### config.mk
export PLATFORM = sky130hd
export DESIGN_NAME = agu_fft_gen
export DESIGN_NICKNAME = d
export VERILOG_FILES = /design/src/rtl/agu_fft_pkg.sv /design/src/rtl/agu_fft_addr_map.sv /design/src/rtl/agu_fft_gen.sv
export SDC_FILE = /design/constraint.sdc
export NUM_CORES = 1
export LEC_CHECK = 0
export CAP_MARGIN = 20
export CORE_UTILIZATION = 28
export DETAILED_ROUTE_END_ITERATION = 8
export GPL_TIMING_DRIVEN = 1
export SLEW_MARGIN = 5
export SYNTH_ARGS = -nofsm -noshare
export SYNTH_HDL_FRONTEND = slang
export SYNTH_SLANG_ARGS = --single-unit
### constraint.sdc
create_clock -name clk -period 7.9 [get_ports clk]
set_input_delay 0.79 -clock clk [delete_from_list [all_inputs] [get_ports clk]]
set_output_delay 0.79 -clock clk [all_outputs]
set_load 0.1 [all_outputs]
### src/rtl/agu_fft_pkg.sv
// Shared types for the radix-2 FFT address generation unit.
// Holds the FSM state and mode enums, plus the flags of the captured configuration.
package agu_fft_pkg;

  typedef enum logic [1:0] {
    IDLE = 2'd0,
    EMIT = 2'd1,
    GAP  = 2'd2
  } state_e;

  typedef enum logic {
    MODE_TWID = 1'b0,
    MODE_DATA = 1'b1
  } mode_e;

  // Width-independent part of the captured configuration; ok marks a usable config.
  typedef struct packed {
    logic  ok;
    mode_e mode;
    logic  even_odd;
  } cfg_t;

endpackage

### src/rtl/agu_fft_addr_map.sv
// Combinational mapping from (butterfly index k, stage s) to a data or twiddle address.
// Data: insert even_odd at bit s of k. Twiddle: low s bits of k scaled to the stage.
module agu_fft_addr_map #(
  parameter int ADDR_WIDTH  = 16,
  parameter int STAGE_WIDTH = 5
) (
  input  logic [ADDR_WIDTH-1:0]  k,
  input  logic [STAGE_WIDTH-1:0] s,
  input  logic [STAGE_WIDTH-1:0] l,
  input  logic                   even_odd,
  input  logic                   mode,
  output logic [ADDR_WIDTH-1:0]  addr
);

  logic [ADDR_WIDTH-1:0]  low_mask;
  logic [ADDR_WIDTH-1:0]  l_mask;
  logic [ADDR_WIDTH-1:0]  data_addr;
  logic [ADDR_WIDTH-1:0]  twid_addr;
  logic [STAGE_WIDTH-1:0] twid_shift;

  // NOTE: every signal assigned in this block gets a value on every path, so no latch is inferred.
  always_comb begin
    low_mask   = (ADDR_WIDTH'(1) << s) - ADDR_WIDTH'(1);
    l_mask     = (l >= STAGE_WIDTH'(ADDR_WIDTH)) ? '1
                                                  : (ADDR_WIDTH'(1) << l) - ADDR_WIDTH'(1);
    twid_shift = l - s - STAGE_WIDTH'(1);
    data_addr  = ((k >> s) << (s + STAGE_WIDTH'(1)))
               | (ADDR_WIDTH'(even_odd) << s)
               | (k & low_mask);
    twid_addr  = (k & low_mask) << twid_shift;
    addr       = (mode ? data_addr : twid_addr) & l_mask;
  end

endmodule

### src/rtl/agu_fft_gen.sv
// Radix-2 in-place FFT address generator for one butterfly cell out of 2^bu_log2.
// Streams per-stage data or twiddle addresses over valid/ready with optional gaps.
module agu_fft_gen
  import agu_fft_pkg::*;
#(
  parameter int ADDR_WIDTH  = 16,
  parameter int STAGE_WIDTH = 5,
  parameter int DELAY_WIDTH = 5,
  parameter int BU_LOG2_MAX = 2
) (
  input  logic                               clk,
  input  logic                               rst_n,
  input  logic                               load_config,
  input  logic [STAGE_WIDTH-1:0]             log2_n,
  input  logic [$clog2(BU_LOG2_MAX+1)-1:0]   bu_log2,
  input  logic [BU_LOG2_MAX-1:0]             bu_index,
  input  logic                               mode,
  input  logic                               even_odd,
  input  logic [DELAY_WIDTH-1:0]             delay,
  input  logic                               start,
  input  logic                               abort,
  output logic                               out_valid,
  input  logic                               out_ready,
  output logic [ADDR_WIDTH-1:0]              out_addr,
  output logic [STAGE_WIDTH-1:0]             out_stage,
  output logic                               out_last,
  output logic                               busy,
  output logic                               done,
  output logic                               cfg_err
);

  localparam int BW = $clog2(BU_LOG2_MAX + 1);

  state_e                 state;
  cfg_t                   cfg;
  logic [STAGE_WIDTH-1:0] cfg_l;
  logic [BW-1:0]          cfg_bu_log2;
  logic [BU_LOG2_MAX-1:0] cfg_bu_index;
  logic [DELAY_WIDTH-1:0] cfg_delay;

  logic [ADDR_WIDTH-1:0]  j;
  logic [STAGE_WIDTH-1:0] s;
  logic [DELAY_WIDTH-1:0] gap_cnt;

  logic                   cfg_bad;
  logic [STAGE_WIDTH-1:0] b_shift;
  logic [ADDR_WIDTH-1:0]  b_last;
  logic [ADDR_WIDTH-1:0]  k_base;
  logic                   j_last;
  logic                   s_last;
  logic [ADDR_WIDTH-1:0]  adv_j;
  logic [STAGE_WIDTH-1:0] adv_s;
  logic [ADDR_WIDTH-1:0]  map_j;
  logic [STAGE_WIDTH-1:0] map_s;
  logic                   map_last;
  logic [ADDR_WIDTH-1:0]  map_addr;
  logic                   accept;

  always_comb begin
    cfg_bad = (log2_n == '0)
           || (log2_n > STAGE_WIDTH'(ADDR_WIDTH))
           || (bu_log2 > BW'(BU_LOG2_MAX))
           || (STAGE_WIDTH'(bu_log2) >= log2_n)
           || ((bu_index >> bu_log2) != '0);
  end

  // B = 2^b_shift butterflies per stage; this cell owns k = bu_index*B + j.
  always_comb begin
    b_shift = cfg_l - STAGE_WIDTH'(cfg_bu_log2) - STAGE_WIDTH'(1);
    b_last  = (ADDR_WIDTH'(1) << b_shift) - ADDR_WIDTH'(1);
    k_base  = ADDR_WIDTH'(cfg_bu_index) << b_shift;
    j_last  = (j == b_last);
    s_last  = (s == cfg_l - STAGE_WIDTH'(1));
    adv_j   = j_last ? '0 : j + ADDR_WIDTH'(1);
    adv_s   = j_last ? s + STAGE_WIDTH'(1) : s;
    accept  = out_valid & out_ready;
    // In EMIT the address register is reloaded with the successor; elsewhere j/s already point at it.
    map_j    = (state == EMIT) ? adv_j : j;
    map_s    = (state == EMIT) ? adv_s : s;
    map_last = (map_j == b_last);
  end

  agu_fft_addr_map #(
    .ADDR_WIDTH (ADDR_WIDTH),
    .STAGE_WIDTH(STAGE_WIDTH)
  ) u_addr_map (
    .k       (k_base | map_j),
    .s       (map_s),
    .l       (cfg_l),
    .even_odd(cfg.even_odd),
    .mode    (cfg.mode),
    .addr    (map_addr)
  );

  // NOTE: sequential state uses non-blocking assignments so every register samples pre-edge values.
  always_ff @(posedge clk or negedge rst_n) begin
    if (!rst_n) begin
      state        <= IDLE;
      // NOTE: config registers are reset too; a zero config is invalid, so start is ignored until a load.
      cfg          <= '0;
      cfg_l        <= '0;
      cfg_bu_log2  <= '0;
      cfg_bu_index <= '0;
      cfg_delay    <= '0;
      cfg_err      <= 1'b0;
      j            <= '0;
      s            <= '0;
      gap_cnt      <= '0;
      out_valid    <= 1'b0;
      out_addr     <= '0;
      out_stage    <= '0;
      out_last     <= 1'b0;
      busy         <= 1'b0;
      done         <= 1'b0;
    end else begin
      done <= 1'b0;
      if (abort) begin
        state     <= IDLE;
        busy      <= 1'b0;
        out_valid <= 1'b0;
        out_last  <= 1'b0;
        out_addr  <= '0;
        out_stage <= '0;
        j         <= '0;
        s         <= '0;
        gap_cnt   <= '0;
      end else begin
        case (state)
          IDLE: begin
            if (load_config) begin
              cfg_l        <= log2_n;
              cfg_bu_log2  <= bu_log2;
              cfg_bu_index <= bu_index;
              cfg_delay    <= delay;
              cfg.mode     <= mode_e'(mode);
              cfg.even_odd <= even_odd;
              cfg.ok       <= ~cfg_bad;
              cfg_err      <= cfg_bad;
            end
            if (start && cfg.ok) begin
              state     <= EMIT;
              busy      <= 1'b1;
              out_valid <= 1'b1;
              out_addr  <= map_addr;
              out_stage <= map_s;
              out_last  <= map_last;
            end
          end

          EMIT: begin
            if (accept) begin
              if (j_last && s_last) begin
                state     <= IDLE;
                busy      <= 1'b0;
                out_valid <= 1'b0;
                out_last  <= 1'b0;
                done      <= 1'b1;
                j         <= '0;
                s         <= '0;
              end else begin
                j <= adv_j;
                s <= adv_s;
                if (cfg_delay == '0) begin
                  out_addr  <= map_addr;
                  out_stage <= map_s;
                  out_last  <= map_last;
                end else begin
                  state     <= GAP;
                  out_valid <= 1'b0;
                  out_last  <= 1'b0;
                  gap_cnt   <= cfg_delay;
                end
              end
            end
          end

          GAP: begin
            if (gap_cnt == DELAY_WIDTH'(1)) begin
              state     <= EMIT;
              out_valid <= 1'b1;
              out_addr  <= map_addr;
              out_stage <= map_s;
              out_last  <= map_last;
              gap_cnt   <= '0;
            end else begin
              gap_cnt <= gap_cnt - DELAY_WIDTH'(1);
            end
          end

          default: begin
            state     <= IDLE;
            busy      <= 1'b0;
            out_valid <= 1'b0;
          end
        endcase
      end
    end
  end

endmodule

==> results.txt, run 1 <==
status = finished clean
critical path peak fanout = 8
DR pass1 iterations = 6
RD Place Congestion = 1.008
final wirelength = 44.22 mm
Clk Latency, worst-skew pair = 0.37 ns
Comb pwr share = 79.2%
Max Cap Viol = 0
Total GRT Usage = 24.32%
routed vias = 11.79k
# diodes = 0
port bufs = 47
Setup Viol. Count Final = 0
initial antenna violation count = 0
CP Capture Type = flip-flop
CP endpoint = out_addr[12]
RSZ-0062 raised after global routing = no
CTS buffer count = 9
via/cell ratio = 6.164
detailed router's first-iteration violation count = 1,510
critical path depth in cells = 30
Synth area leader = dfrtp_1
Rows = 68
library cells used by synthesis = 111
syn nets = 1,456
cts repair resizes = 0
antenna-violating nets left = 0
Switching Fraction = 59.26%
synthesized flop and latch total = 70
pin count of the biggest net entering global routing = 48
die height = 191.4 µm
Critical Path Most Common Cell = nor2_1
clock buffer depth = 2
total gr overflow = 0
maximum vdd ir drop = 212.2 µV
Root Buffer = clkbuf_16
Worst Setup SP = cfg_l[1]
initial cell density of the core = 28.78%
Leak = 4.234 nW
Syn Inst Count = 1,412
skew final = 0.01582 ns
FF-to-FF setup slack = 0.55 ns
Avg Cell Area, Syn = 7.111 µm²
Period minus WS final = 7.347 ns
H-tree levels = 3
Warnings, synthesis = 0
first-pass GRT wire length = 68.00 mm
reg2reg end = out_addr[12]
setup TNS = 0 ns
Slowest cell on crit path = fa_1
Sequential Power Share = 11.7%
number of global-route vias before repair = 11.06k
part of the power in the clock network = 9.1%
TritonCTS clock tree = yes
CTS Sinks = 70
worst r2r src = cfg_l[1]
worst hold slack = 0.3036 ns
slowest stage delay, CP = 0.60 ns
detailed placer's ending HPWL = 34.67 mm
final slew viol count = 0
CTS Hold Bufs = 0
share of layout cells above drive strength 1 = 13.18%
WP data arrival = 7.65 ns
Psw = 2.902 mW
WL/cell = 23.13 µm
cell area after placement = 0.01127 mm²
CTS clk-pin slew, worst paths = 0.07 ns
share of the synthesized area in the top cell type = 17.45%
most frequent cell after synthesis = nand2_1
Buf+Inv Stages, Crit Path = 5
die area = 0.03662 mm²
worst endpoint required time = 8.20 ns
Post-synth ARST share = 100.0%
num ports = 48
power density over the cells = 422.2 mW/mm²
Final Hold Viols = 0
register area share after synthesis = 17.45%
Nets = 1,496
Max Fclk = 136.1 MHz
Finished Cell Area = 0.01160 mm²
Min-Delay Path Class = in2async
Layout Area Growth over Synthesis = 15.51%
Die Wd = 191.4 µm
Worst Setup Start Kind = flip-flop
Power Total = 4.897 mW
Synth area leaders = dfrtp_1 17%, nand2_1 6.3%, o21ai_0 5.7%, nor2_1 5.4%, a21oi_1 4.7%
CP Class = reg2reg
Core Area = 0.03488 mm²
slew at the pin closest to its max-slew limit = 0.9853 ns
synth cell count leaders = 168 x nand2_1, 145 x nor2_1, 114 x o21ai_0, 94 x a21oi_1, 75 x clkbuf_1
Top FF cell, synth = dfrtp_1
setup bufs post-CTS = 0
relative slew slack = 34.11%
CP delay by family, top = compound AO/OA/AOI/OAI gates
Worst R2R Path Depth = 30
period utilization = 93.00%
DRC Markers = 0
synthesized area = 0.01004 mm²
internal power = 1.995 mW
EDFF count, synth = 0
[cells in the final DEF, fill, tap and decap left out, drive strengths merged, types with 15 or more instances in the layout]
master and count:
nand2 169, nor2 145, o21ai 125, a21oi 96
buf 92, dfrtp 70, nor3 69, xnor2 47
clkdlybuf4s50 46, nand3 43, inv 33, o31ai 31
a31oi 28, a211oi 24, xor2 23, ha 21
and2 21, nor4 21, mux2 20, nand4 19
and3 19, o22ai 17, or3 16, o211ai 15
[stage by stage]
step / util (%) / instances / worst slack (ns)
after floorplan: - / 1412 / 1.104
after detailed placement: 32.31 / 1894 / 0.5649
after global placement: 32.31 / 1894 / 0.4974
final: 33.25 / 1912 / 0.5530
after CTS: 33.20 / 1910 / 0.4750
after global routing: 33.25 / 1912 / 0.09936
[routing by layer]
metal / wire, µm / vias up / track usage (%)
li1: - / 5404 / -
met1: 19180 / 5689 / 33.23
met2: 19590 / 609 / 37.58
met3: 3984 / 84 / 4.553
met4: 1464 / 0 / 9.280
met5: 0 / - / 0
[cells by family after synthesis]
logic type,Yosys count,share of synthesized area [%]
AO/OA/AOI/OAI,498,34.79
XOR/XNOR,71,6.704
adder cells (fa/ha/maj),22,2.816
buffers and inverters,144,6.131
flip-flops,70,17.45
multiplexers,37,4.311
AND/OR/NAND/NOR,570,27.80
[power by group through the flow]
stage                     Clock [mW]  Combinational, mW  Sequential (mW)
after CTS                      0.454               3.78            0.573
after global routing           0.466               4.15            0.589
after global placement             0               3.82            0.577
after floorplan                    0               2.40            0.775
final                          0.444               3.88            0.575
after detailed placement           0               3.76            0.580
[final cells by class]
cell class                 instances  area [µm²]
inverter                          34       127.6
tap                              455       569.3
clock inverter                     6       68.82
fill                            3810       23280
timing repair buffer             139        1155
multi-input combinational       1198        7687
sequential                        70        1752
clock buffer                      10       239.0
[flip-flops by register name, summed over array words and instances (netlist names)]
signal,cells
out_last,1
cfg_err,1
busy,1
cfg_delay,5
out_addr,16
cfg_bu_index,2
out_stage,5
gap_cnt,5
j,16
done,1
state,1
s,5
out_valid,1
cfg_l,5
cfg_bu_log2,2
cfg,3
[worst reg2reg max path, delay by kind of cell, from the launching register on]
kind                     cells  cell delay [ns]
adder cells (fa/ha/maj)      3             1.12
XOR/XNOR                     2             0.47
flip-flops                   1             0.51
AO/OA/AOI/OAI               10             2.58
AND/OR/NAND/NOR             10             1.65
buffers and inverters        5             0.95
[how the worst min path moves through the flow]
stage / startpoint / to / slack, ns
2_1_floorplan: cfg[2] / cfg[2] / 0.45
3_3_place_gp: out_addr[0] / out_addr[0] / 0.46
3_5_place_dp: out_stage[4] / out_stage[4] / 0.47
4_1_cts: rst_n / j[1] / 0.31
5_1_grt: rst_n / j[2] / 0.33
6_report: rst_n / done / 0.30
No activity file was read; power rests on OpenSTA's default activity.
==> run 2: changes to the inputs <==
- MAX_ROUTING_LAYER: not set -> met4
- RECOVER_POWER: not set -> 50
==> results.txt, run 2 (synthesis results as in run 1) <==
first-pass GRT wire length = 68.59 mm (was 68.00 mm)
Sequential Power Share = 11.5% (was 11.7%)
FF-to-FF setup slack = 0.59 ns (was 0.55 ns)
Root Buffer = clkbuf_16 (unchanged)
critical path peak fanout = 20 (was 8)
die area = 0.03662 mm² (unchanged)
RSZ-0062 raised after global routing = no (unchanged)
skew final = 0.006993 ns (was 0.01582 ns)
biggest regs = j x16, out_addr x16 (unchanged)
setup bufs post-CTS = 0 (unchanged)
M2 GR Usage = 37.54% (was 37.58%)
power density over the cells = 428.4 mW/mm² (was 422.2 mW/mm²)
routed vias = 11.82k (was 11.79k)
worst hold slack = 0.4819 ns (was 0.3036 ns)
Layout fillers = 3,826 (was 3,810)
slowest stage delay, CP = 0.61 ns (was 0.60 ns)
Min-Delay Path Class = reg2reg (was in2async)
CTS Sinks = 70 (unchanged)
internal power = 2.050 mW (was 1.995 mW)
DRC Markers = 0 (unchanged)
Rows = 68 (unchanged)
initial cell density of the core = 28.78% (unchanged)
reg2reg end = out_addr[7] (was out_addr[12])
Switching Fraction = 58.84% (was 59.26%)
total gr overflow = 0 (unchanged)
CTS buffer count = 9 (unchanged)
Worst Setup Start Kind = flip-flop (unchanged)
CTS clk-pin slew, worst paths = 0.07 ns (about the same)
relative slew slack = -83.56% (was 34.11%)
port bufs = 47 (unchanged)
met1 Usage GRT = 33.54% (was 33.23%)
commonest cells after routing, fill and taps aside = 168 x nand2_1, 145 x nor2_1, 114 x o21ai_0, 94 x a21oi_1, 88 x buf_4 (was 168 x nand2_1, 145 x nor2_1, 114 x o21ai_0, 94 x a21oi_1, 92 x buf_4)
antenna-violating nets left = 0 (unchanged)
CP endpoint = out_addr[7] (was out_addr[12])
WP data arrival = 7.56 ns (was 7.65 ns)
grt met3 use = 4.498% (was 4.553%)
Layout Area Growth over Synthesis = 15.81% (was 15.51%)
TritonCTS clock tree = yes (unchanged)
Max Fclk = 136.8 MHz (was 136.1 MHz)
commonest non-fill, non-tap cell in the layout = nand2_1 (unchanged)
H-tree levels = 3 (unchanged)
setup TNS = 0 ns (unchanged)
Psw = 2.931 mW (was 2.902 mW)
RD Place Congestion = 1.011 (was 1.008)
final wirelength = 44.63 mm (was 44.22 mm)
initial antenna violation count = 0 (unchanged)
Worst Setup SP = cfg_l[0] (was cfg_l[1])
Total GRT Usage = 25.27% (was 24.32%)
Setup Viol. Count Final = 0 (unchanged)
via/cell ratio = 6.186 (was 6.164)
worst endpoint required time = 8.15 ns (was 8.20 ns)
worst r2r src = cfg_l[0] (was cfg_l[1])
num ports = 48 (unchanged)
Period minus WS final = 7.311 ns (was 7.347 ns)
part of the power in the clock network = 10.2% (was 9.1%)
busiest grt layer = met2 (unchanged)
Nets = 1,495 (was 1,496)
Slowest cell on crit path = or4_4 (was fa_1)
Comb pwr share = 78.3% (was 79.2%)
CP Capture Type = flip-flop (unchanged)
Worst R2R Path Depth = 28 (was 30)
pin count of the biggest net entering global routing = 48 (unchanged)
Core Area = 0.03488 mm² (unchanged)
Final Hold Viols = 0 (unchanged)
Max Cap Viol = 1 (was 0)
detailed placer's ending HPWL = 34.94 mm (was 34.67 mm)
period utilization = 92.55% (was 93.00%)
violated checks = max-capacitance violations, max-slew violations
Clk Latency, worst-skew pair = 0.37 ns (about the same)
final slew viol count = 48 (was 0)
Critical Path Most Common Cell = buf_4 (was nor2_1)
Leak = 4.255 nW (was 4.234 nW)
Die Wd = 191.4 µm (unchanged)
clock buffer depth = 2 (unchanged)
status = complete, but fails checks (was finished clean)
WL/cell = 23.35 µm (was 23.13 µm)
share of layout cells above drive strength 1 = 12.84% (was 13.18%)
# diodes = 0 (unchanged)
die height = 191.4 µm (unchanged)
DR pass1 iterations = 7 (was 6)
slew at the pin closest to its max-slew limit = 2.753 ns (was 0.9853 ns)
detailed router's first-iteration violation count = 1,420 (was 1,510)
number of global-route vias before repair = 11.05k (was 11.06k)
maximum vdd ir drop = 201.7 µV (was 212.2 µV)
CP Class = reg2reg (unchanged)
run 2: routing by layer:
layer  share of wire (%)  up-vias
met3                 8.8      106
met2                  44      627
met4                 4.0        0
met1                  44     5681
met5                   0        -
li1                    -     5407
run 2: through the flow:
| step | setup slack [ns] | util, % | cells | power, mW | area, µm² |
|---|---|---|---|---|---|
| 6_report | 0.5888 | 33.34 | 1911 | 4.982 | 11630 |
| 5_1_grt | 0.06706 | 33.34 | 1911 | 5.282 | 11630 |
| 4_1_cts | 0.5426 | 33.32 | 1910 | 4.902 | 11620 |
| 3_5_place_dp | 0.5865 | 32.31 | 1894 | 4.370 | 11270 |
| 3_3_place_gp | 0.5624 | 32.31 | 1894 | 4.407 | 11270 |
| 2_1_floorplan | 1.104 | - | 1412 | 3.175 | 10040 |
run 2: repair_timing:
action                                  CTS  global route
resized for setup                         0             2
hold buffers                              0             0
endpoints found under the setup margin    0             2
run 2: power by group through the flow:
stage                     registers [mW]  logic (mW)  clock network, mW
after detailed placement           0.581        3.79                  0
after global routing               0.592        4.16              0.529
after floorplan                    0.775        2.40                  0
after global placement             0.578        3.83                  0
after CTS                          0.575        3.81              0.521
final                              0.575        3.90              0.508
run 2: how the worst min path moves through the flow:
stage          depth (start not counted)         start  slack (ns)            to
4_1_cts                                1         rst_n        0.32  cfg_delay[3]
3_5_place_dp                           2  out_stage[1]        0.47  out_stage[1]
6_report                               2  out_stage[1]        0.48  out_stage[1]
5_1_grt                                2  out_stage[0]        0.51  out_stage[0]
2_1_floorplan                          1        cfg[2]        0.45        cfg[2]
3_3_place_gp                           2   out_addr[0]        0.47   out_addr[0]
run 2: final cells by class:
type                    instances  area [µm²]  share of cell area (%)
multi-input cells            1198        7682                   66.06
inverters                      34       127.6                   1.097
well taps                     455       569.3                   4.896
repair buffers                138        1145                   9.845
flip-flops and latches         70        1752                   15.06
clock inverters                 7       127.6                   1.097
clock buffers                   9       225.2                   1.937
run 2: worst max-delay path, delay by kind of cell (launching register included):
family                     cells  cell delay [ns]
AOI/OAI and AO/OA              9             2.44
xor gates and xnor gates       2             0.42
adders and majority gates      3             1.07
and+or+nand+nor                7             1.49
buffers and inverters          7             1.29
DFF                            1             0.46
==> run 3: changes to the inputs <==
- SKIP_CTS_REPAIR_TIMING: not set -> 1
==> results of run 3 <==
Final layout, timing and power as in run 2 (identical DEF).
